$ cat src/rtl/button_events.sv
// -----------------------------------------------------------------------------
// button_events
//
// Turns a clean, debounced, clk-synchronous button level into single-cycle
// event pulses for UI/menu logic: press, release, click, double-click,
// long-press and auto-repeat. Every output is registered.
//
// Parameters
//   LONG_CYCLES   cycles held before long_press (>= 2)
//   DCLICK_CYCLES window after a short release for a second press (>= 1)
//   REPEAT_CYCLES auto-repeat period while long-held; 0 disables repeat
//   W_CTR         counter width; 2**W_CTR must cover the largest period
//
// Ports
//   clk            clock
//   rst_n          asynchronous active-low reset
//   i              debounced button level, 1 = pressed
//   pressed        registered copy of i
//   press          pulse on each rising edge of i
//   release_pulse  pulse on each falling edge of i
//   click          pulse: short press with no second press inside the window
//   dclick         pulse: second short press released (with release_pulse)
//   long_press     pulse: held LONG_CYCLES
//   repeat_pulse   pulse every REPEAT_CYCLES while long-held
//
// "release" and "repeat" are reserved words in SystemVerilog, so those two
// event outputs carry a _pulse suffix.
// -----------------------------------------------------------------------------
module button_events #(
  parameter int unsigned LONG_CYCLES   = 500,
  parameter int unsigned DCLICK_CYCLES = 250,
  parameter int unsigned REPEAT_CYCLES = 100,
  parameter int unsigned W_CTR         = 16
) (
  input  logic clk,
  input  logic rst_n,
  input  logic i,
  output logic pressed,
  output logic press,
  output logic release_pulse,
  output logic click,
  output logic dclick,
  output logic long_press,
  output logic repeat_pulse
);

  // Terminal counts: the counter starts at 0 on state entry, so a timeout of
  // N cycles fires when it reads N-1.
  localparam logic [W_CTR-1:0] LONG_LAST   = W_CTR'(LONG_CYCLES - 1);
  localparam logic [W_CTR-1:0] DCLICK_LAST = W_CTR'(DCLICK_CYCLES - 1);
  localparam bit               REPEAT_EN   = (REPEAT_CYCLES != 0);
  localparam logic [W_CTR-1:0] REPEAT_LAST =
    REPEAT_EN ? W_CTR'(REPEAT_CYCLES - 1) : '0;

  typedef enum logic [2:0] {
    IDLE,    // released, no gesture in progress
    PRESS1,  // first press held, not yet long
    WAIT2,   // short press released, waiting for a possible second press
    PRESS2,  // second press held, not yet long
    HOLD     // long-pressed, auto-repeating
  } state_t;

  state_t           state, state_nxt;
  logic [W_CTR-1:0] ctr;
  logic             ctr_clr;
  logic             i_prev;
  logic             rise, fall;

  logic press_nxt, release_nxt, click_nxt, dclick_nxt, long_nxt, repeat_nxt;

  assign rise = i & ~i_prev;
  assign fall = ~i & i_prev;

  // Next-state and pulse decode. Edges are tested before timeouts so that an
  // edge always wins a tie with a counter expiry.
  always_comb begin
    // NOTE: every signal driven here gets a default first; a path that leaves
    // one unassigned would infer a latch.
    state_nxt   = state;
    ctr_clr     = 1'b0;
    press_nxt   = 1'b0;
    release_nxt = 1'b0;
    click_nxt   = 1'b0;
    dclick_nxt  = 1'b0;
    long_nxt    = 1'b0;
    repeat_nxt  = 1'b0;

    unique case (state)
      IDLE: begin
        if (rise) begin
          state_nxt = PRESS1;
          press_nxt = 1'b1;
        end
      end

      PRESS1: begin
        if (fall) begin
          state_nxt   = WAIT2;
          release_nxt = 1'b1;
        end else if (ctr == LONG_LAST) begin
          state_nxt = HOLD;
          long_nxt  = 1'b1;
        end
      end

      WAIT2: begin
        if (rise) begin
          state_nxt = PRESS2;
          press_nxt = 1'b1;
        end else if (ctr == DCLICK_LAST) begin
          state_nxt = IDLE;
          click_nxt = 1'b1;
        end
      end

      PRESS2: begin
        if (fall) begin
          state_nxt   = IDLE;
          release_nxt = 1'b1;
          dclick_nxt  = 1'b1;
        end else if (ctr == LONG_LAST) begin
          state_nxt = HOLD;
          long_nxt  = 1'b1;
        end
      end

      HOLD: begin
        // Releasing a long press ends the gesture silently (no click).
        if (fall) begin
          state_nxt   = IDLE;
          release_nxt = 1'b1;
        end else if (REPEAT_EN && (ctr == REPEAT_LAST)) begin
          repeat_nxt = 1'b1;
          ctr_clr    = 1'b1;  // restart the period without leaving HOLD
        end
      end

      default: begin
        state_nxt = IDLE;
      end
    endcase
  end

  // State register, cycle counter, edge history and registered outputs.
  always_ff @(posedge clk or negedge rst_n) begin
    if (!rst_n) begin
      state         <= IDLE;
      ctr           <= '0;
      i_prev        <= 1'b0;
      pressed       <= 1'b0;
      press         <= 1'b0;
      release_pulse <= 1'b0;
      click         <= 1'b0;
      dclick        <= 1'b0;
      long_press    <= 1'b0;
      repeat_pulse  <= 1'b0;
    end else begin
      // NOTE: non-blocking assignments here so every register samples the
      // pre-edge values; blocking ones would make results depend on order.
      state <= state_nxt;
      if ((state_nxt != state) || ctr_clr) begin
        ctr <= '0;
      end else begin
        ctr <= ctr + W_CTR'(1);
      end
      i_prev        <= i;
      pressed       <= i;
      press         <= press_nxt;
      release_pulse <= release_nxt;
      click         <= click_nxt;
      dclick        <= dclick_nxt;
      long_press    <= long_nxt;
      repeat_pulse  <= repeat_nxt;
    end
  end

endmodule

$ cat config.mk
export PLATFORM = sky130hd
export DESIGN_NAME = button_events
export DESIGN_NICKNAME = d
export VERILOG_FILES = /design/src/rtl/button_events.sv
export SDC_FILE = /design/constraint.sdc
export NUM_CORES = 1
export LEC_CHECK = 0
export ABC_AREA = 1
export CORE_ASPECT_RATIO = 0.9
export CORE_MARGIN = 5
export CORE_UTILIZATION = 39
export CTS_BUF_LIST = sky130_fd_sc_hd__clkbuf_16
export DETAILED_ROUTE_END_ITERATION = 6
export RECOVER_POWER = 100
export SYNTH_ARGS = -nofsm -noshare
export SYNTH_HDL_FRONTEND = slang
export SYNTH_SLANG_ARGS = --single-unit
$ cat constraint.sdc
create_clock -name clk -period 4.1 [get_ports clk]
set_input_delay 1.23 -clock clk [delete_from_list [all_inputs] [get_ports clk]]
set_output_delay 1.23 -clock clk [all_outputs]
set_load 0.01 [all_outputs]
==> results of run 1 <==
[through the flow]
stage	instance area (um2)	cells	setup slack, ps	util
finish	1570	220	1270	0.455
global route	1570	220	1070	0.455
CTS	1640	220	1300	0.475
detailed placement	1570	217	1030	0.454
global placement	1570	217	1120	0.454
floorplan	1430	164	1780	-
[worst max path at each step]
stage               to  slack [ps]  cells after the start
2_1_floorplan   ctr[9]        1780                     12
3_3_place_gp    ctr[0]        1120                     12
3_5_place_dp    ctr[0]        1030                     12
4_1_cts         ctr[0]        1300                     12
5_1_grt        ctr[12]        1070                     12
6_report        ctr[9]        1270                     12
[sequential cells by signal (all words and copies together), names as in the netlist]
name	flops
click	1
i_prev	1
dclick	1
long_press	1
repeat_pulse	1
ctr	16
press	1
state	3
release_pulse	1
[cells by family (layout without fill, tap and decap cells)]
group	Yosys count	count (layout)	share of synthesized area
and+or+nand+nor	97	97	0.367
adders and majority gates	2	2	0.0175
AOI/OAI and AO/OA	6	6	0.0236
buffers and inverters	21	33	0.0630
DFF	26	26	0.455
xor gates and xnor gates	12	12	0.0736
[metal layers]
metal  GRT usage  wire, um  vias up
li1            -         -      530
met1       0.139      1200      483
met2       0.186      1150       11
met3      0.0357       111        5
met4      0.0385        31        0
met5           0         0        -
[worst max-delay path, stage by stage]
cell,delay [ps]
dlygate4sd3_1,570
inv_1,50
nand2_1,190
inv_1,110
nor2_1,170
nand2_2,80
nand3_1,80
nand2_1,80
nand2_1,60
nand2_1,70
nand2_4,190
nor2_1,70
[layout make-up]
class	count	area (um2)	share of cell area
timing repair buffer	10	93.8	0.0597
inverter	20	75.1	0.0477
sequential	26	651	0.414
clock buffer	3	75.1	0.0477
multi-input combinational	117	623	0.396
tap	44	55.1	0.0350
[cell usage in the layout, fill, tap and decap left out]
master,n
dlygate4sd3_1,9
ha_1,2
o21ai_0,3
clkbuf_1,1
nor2_2,2
clkbuf_16,3
nand2_1,29
nand3_1,11
a31oi_1,1
nand2_4,2
a21oi_1,1
nor3_1,3
nand4_1,1
inv_1,15
o211ai_1,1
nor2_4,4
nand2_2,4
nor4_1,2
inv_2,5
xor2_1,7
dfrtp_1,26
nor2_1,37
xnor2_1,5
nand3_2,1
nand3b_1,1
[power breakdown]
part	internal, uW	switching [uW]	total (uW)
clock	129	80.1	209
combinational	60.5	145	205
sequential	280	22.2	302
total	470	247	717
==> results.cfg, run 1 <==
[outcome]
status = finished, final reports clean

[cts]
cts_buffers = 3
clockBufferDepth = 2
cts.repair.resized = 0
worstSkewPairLatency_ps = 260
hold_buffers = 0
cts_setup_buffers = 0
cts_sinks = 26
cts-root-buf = clkbuf_16
htreeDepth = 1
cts_tree = done
clkTransAtPathRegs_ps = 60

[synth]
synthCells = 164
synthTopCellsByCount = nor2_1, nand2_1, dfrtp_1, inv_1, nor2_4
yosys_most_used_dff = dfrtp_1
yosysUniqueCellTypes = 23
synthTopCellsByArea = dfrtp_1, nor2_4, nor2_1, nand2_1, xor2_1
ys_warn_count = 0
yosys_register_bits = 26
syn_nets = 169
syn_area_mm2 = 0.00143
synth-async-reset-ratio = 1.00
yosysMostFrequentCell = nor2_1
synth_top_area_frac = 0.455
synth_edf_count = 0
synth_top_area_cell = dfrtp_1
ys_seq_area_frac = 0.455
syn_avg_cell_area_um2 = 8.71

[timing]
fmax_mhz = 353
timing.hold.ws_ps = 515
rsz0062_at_grt = no
final_max_slew_viol_count = 0
fin_crit_sh = 0.690
fin_crit_ps = 2830
slew_headroom = 0.0690
clock_skew_ps = 2.04
setup_tns_ps = 0
max_slew.worst_pin.slew_ps = 1400
hold_violations = 0
setup_viol = 0

[pwr]
total_power_uw = 717
p_leak_uw = 0.000745
ir_worst_vdd_mv = 0.368
power_density_mw_per_mm2 = 456

[drt]
vias = 1029
detail_route.iter0.violations = 50
first_pass_iters = 4
vias_per_cell = 4.68
ant_nets = 0
wl_per_cell_um = 11.3
wl_um = 2490
drcViolationCount = 0

[worst_setup_path]
crit_required_ps = 4240
ff2ff_path_depth = 8
start_kind = input port
r2r-start = ctr[0]
crit_path_max_fanout = 16
crit_path_end_kind = flip-flop
crit_type = in2reg
regToRegSetupSlack_ps = 2320
crit_arrival_ps = 2970
rr_endpoint = ctr[9]
crit_start = i

[grt]
grt_pass1_vias = 1020
grt_pass1_wl_um = 4350
antenna_found_initial = 0
overflow = 0
grt.total_usage = 0.113
grt_max_degree = 27

[worst_hold_path]
holdCritStartpoint = ctr[0]
hold_path_depth = 1
whs_endpoint = ctr[0]
worstHoldPathType = reg2reg

[floorplan]
initial_core_util = 0.414
die_w_um = 73.8
die-area_mm2 = 0.00498
core-area_mm2 = 0.00345
die_h_um = 67.4
top_level_ports = 10
rows = 20

[cells_and_area]
final_nets = 183
nFillCells = 359
syn2layout_area_growth_pct = 10.1
drive_above_1_share = 0.119
antenna_cells = 0

[place]
hpwlAfterDp_um = 1860
port_buffers = 9
gp_congestion = 0.835

[run]
maxCapViolations = 0
Power figures use the tool's default switching activity.
==> run 2, diff against run 1 <==
Clock period 4.1 ns to 2.8 ns, I/O delays scaled along.
==> run 2 against run 1 <==
  * Critical path depth unchanged
  * Flip-flop and latch count unchanged
  * Sequential share of layout area down 0.90 points
  * Non-clock buffer count unchanged
  * Largest power group unchanged
  * Highest routed layer unchanged
==> results.cfg, run 2 (synthesized netlist as in run 1, its figures left out) <==
[timing]
fmax_mhz = 419
rsz0062_at_grt = no
final_max_slew_viol_count = 0
max_slew.worst_pin.slew_ps = 1380
fin_ws_ps = 415
fin_crit_ps = 2380
slew_headroom = 0.0826
hold_violations = 0
setup_viol = 0
fin_crit_sh = 0.852
setup_tns_ps = 0
clock_skew_ps = 3.17

[cts]
cts.repair.resized = 0
clkTransAtPathRegs_ps = 60
cts-root-buf = clkbuf_16
worstSkewPairLatency_ps = 250
clockBufferDepth = 2
cts_buffers = 3
cts_tree = done
hold_buffers = 0
cts_sinks = 26
cts_setup_buffers = 0
htreeDepth = 1

[drt]
ant_nets = 0
wl_per_cell_um = 10.8
wl_um = 2370
detail_route.iter0.violations = 23
drcViolationCount = 0
first_pass_iters = 4
vias_per_cell = 4.63
vias = 1018

[cells_and_area]
final_common_cell = nor2_1
final_nets = 183
final_cell_mix = nor2_1, nand2_1, dfrtp_1
top_register = ctr
seq_area_um2 = 651
antenna_cells = 0
syn2layout_area_growth_pct = 12.5
multi_input_area_um2 = 658
nFillCells = 326
drive_above_1_share = 0.153
largest_register_ffs = 16
top_regs = ctr x16, state x3

[worst_setup_path]
cp_cell_sequence = dlygate4sd3_1 -> inv_1 -> nand2_2 -> inv_1 -> nor2_1 -> nor3_1 -> nand2_1 -> nand3_1 -> nand2_1 -> nor2_2 -> nand2_4 -> nor2_1
crit_arrival_ps = 2570
path_depth = 12
crit_path_max_fanout = 16
worst_path_largest_cell_delay_ps = 570
rr_endpoint = ctr[2]
crit_buf_inv = 3
cpLargestDelayFamily = simple AND/OR/NAND/NOR gates
regToRegSetupSlack_ps = 990
start_kind = input port
crit_type = in2reg
crit_path_end_kind = flip-flop
r2r-start = ctr[0]
cp-endpoint = ctr[2]
ff2ff_path_depth = 8
crit_slowest_cell = dlygate4sd3_1
crit_start = i
crit_required_ps = 2980

[run]
maxCapViolations = 0

[grt]
antenna_found_initial = 0
grt_pass1_vias = 998
grt_max_degree = 27
overflow = 0
grt_pass1_wl_um = 4420
grt.total_usage = 0.115

[pwr]
ir_worst_vdd_mv = 0.455
power_density_mw_per_mm2 = 672
p_leak_uw = 0.000746

[worst_hold_path]
holdCritStartpoint = ctr[0]
worstHoldPathType = reg2reg

[place]
pre_cts_ws_ps = 152
hpwlAfterDp_um = 1820
port_buffers = 9
gp_congestion = 0.832

[floorplan]
core-area_mm2 = 0.00345
initial_core_util = 0.414
die-area_mm2 = 0.00498
die_w_um = 73.8
rows = 20
die_h_um = 67.4
top_level_ports = 10

[outcome]
status = finished, final reports clean
[run 2: cell counts in the layout (fill, tap and decap cells not counted)]
No cell type changed its count.
[run 2: how the worst min path moves through the flow]
stage,to,slack [ps],cells after the start
after CTS,ctr[0],500,1
final,ctr[0],500,1
after global routing,ctr[0],530,1
after global placement,ctr[0],490,1
after detailed placement,ctr[0],490,1
after floorplan,ctr[0],460,1
[run 2: area by class of cell]
class,instances,share of cell area
clock buffers,3,0.0467
well taps,44,0.0342
repair buffers,10,0.0584
multi-input cells,117,0.409
inverters,20,0.0467
flip-flops and latches,26,0.405
[run 2: per-stage QoR]
stage               utilization  hold WS [ps]  std cells  total power [uW]  area [um2]
finish                    0.466           498        220              1080        1610
global route              0.466           531        220              1160        1610
CTS                       0.475           501        220              1130        1640
detailed placement        0.454           491        217               821        1570
global placement          0.454           490        217               815        1570
floorplan                     -           457        164               774        1430
[run 2: per-layer routing]
layer  share of wire  wire (um)  track usage
met1            0.49       1150        0.152
met2            0.45       1070        0.184
met3           0.046        109       0.0313
met5               0          0            0
met4           0.011         27       0.0339
[run 2: where the power goes]
group,switching [uW],internal (uW)
sequential,31.7,410
combinational,244,91.2
clock,113,189
==> run 3, diff against run 2 <==
Clock period 2.8 ns to 2.93 ns, I/O delays scaled along.
==> run 3 against run 2 <==
  * Combinational power down 9.8%
  * Utilization down 0.51 points
  * Critical path depth unchanged
  * Critical endpoint is now ctr[5]
==> results.cfg, run 3 (synthesized netlist as in run 1, its figures left out) <==
[outcome]
status = finished, final reports clean

[grt]
antenna_found_initial = 0
grt_pass1_vias = 973
grt_pass1_wl_um = 4190
grt.total_usage = 0.109
grt_max_degree = 27
overflow = 0

[cells_and_area]
drive_above_1_share = 0.136
top_regs = ctr x16, state x3
stdcell_count = 220
top_register = ctr
final_cell_area_mm2 = 0.00159
largest_register_ffs = 16
final_cell_mix = nor2_1, nand2_1, dfrtp_1
final_nets = 183
final_common_cell = nor2_1
syn2layout_area_growth_pct = 11.3
antenna_cells = 0

[pwr]
combPwrFrac = 0.298
ir_worst_vdd_mv = 0.332
p_leak_uw = 0.000746
switching_power_uw = 358
internal_power_uw = 659
clockPowerShare = 0.287
power_density_mw_per_mm2 = 640
p_seq_frac = 0.415
switching_share = 0.352
total_power_uw = 1020

[worst_setup_path]
crit_arrival_ps = 2680
cpLargestDelayFamily = simple AND/OR/NAND/NOR gates
cp_cell_sequence = dlygate4sd3_1 -> inv_1 -> nand2_1 -> inv_1 -> nor2_1 -> nor3_1 -> nand2_1 -> nand3_1 -> nand2_1 -> nor2_2 -> nand2_4 -> nor2_1
crit_path_max_fanout = 16
crit_slowest_cell = dlygate4sd3_1
worst_path_largest_cell_delay_ps = 570
start_kind = input port
crit_path_end_kind = flip-flop
regToRegSetupSlack_ps = 1150
cpMostUsedCell = nand2_1
crit_required_ps = 3110
crit_buf_inv = 3
crit_type = in2reg

[worst_hold_path]
worstHoldPathType = reg2reg

[drt]
vias_per_cell = 4.71
vias = 1036
detail_route.iter0.violations = 27
wl_um = 2320
first_pass_iters = 4
ant_nets = 0
wl_per_cell_um = 10.5
drcViolationCount = 0

[floorplan]
top_level_ports = 10
core-area_mm2 = 0.00345
die_w_um = 73.8
rows = 20
die-area_mm2 = 0.00498
initial_core_util = 0.414
die_h_um = 67.4

[cts]
cts_sinks = 26
hold_buffers = 0
cts_tree = done
clkTransAtPathRegs_ps = 60
clockBufferDepth = 2
cts_buffers = 3
cts-root-buf = clkbuf_16
cts_setup_buffers = 0
htreeDepth = 1
worstSkewPairLatency_ps = 250
cts.repair.resized = 0

[timing]
setup_tns_ps = 0
fin_crit_sh = 0.854
setup_viol = 0
hold_violations = 0
fin_crit_ps = 2500
fin_ws_ps = 429
slew_headroom = 0.0963
rsz0062_at_grt = no
final_max_slew_viol_count = 0
clock_skew_ps = 2.21
max_slew.worst_pin.slew_ps = 1360
fmax_mhz = 400

[place]
pre_cts_ws_ps = 232
gp_congestion = 0.832
port_buffers = 9
place_inst = 217
hpwlAfterDp_um = 1800
place_area_mm2 = 0.00157

[run]
maxCapViolations = 0
==> run 3: changes by cell type in the layout (fill, tap and decap cells not counted) <==
| cell | change |
|---|---|
| nor2_1 | +2 |
| nor2_4 | -2 |
| nand2_1 | +1 |
| nand2_2 | -1 |
==> run 3: path summary, 6_finish.rpt <==
| check | from | endpoint | depth (start not counted) |
|---|---|---|---|
| setup / recovery | i | ctr[5] | 12 |
| setup reg to reg | ctr[0] | ctr[5] | 8 |
| hold / removal | ctr[0] | ctr[0] | 1 |
| min in group asynchronous | rst_n | ctr[1] | 2 |
| max in group asynchronous | rst_n | long_press | 2 |
| hold reg to reg | ctr[0] | ctr[0] | 1 |
==> run 3: power by group through the flow <==
stage | combinational, uW | sequential (uW) | clock [uW]
3_5_place_dp | 353 | 429 | 0
5_1_grt | 348 | 425 | 312
4_1_cts | 354 | 422 | 301
3_3_place_gp | 351 | 428 | 0
6_report | 303 | 422 | 292
2_1_floorplan | 313 | 426 | 0
==> run 3: cell type report <==
cell class              count  area [um2]
repair buffers             10        93.8
fillers                   343        1860
flip-flops and latches     26         651
clock buffers               3        75.1
multi-input cells         117         641
inverters                  20        75.1
well taps                  44        55.1
==> run 3: routing by layer <==
layer  routed length [um]  up-vias  track usage
met5                    0        -            0
met4                   19        0       0.0271
met3                  130        2       0.0357
met2                 1050       20        0.177
met1                 1120      482        0.139
li1                     -      532            -
==> run 3: metrics by stage <==
stage	utilization	hold WS [ps]
after global routing	0.461	537
after CTS	0.475	504
after detailed placement	0.454	495
final	0.461	494
after floorplan	-	457
after global placement	0.454	490
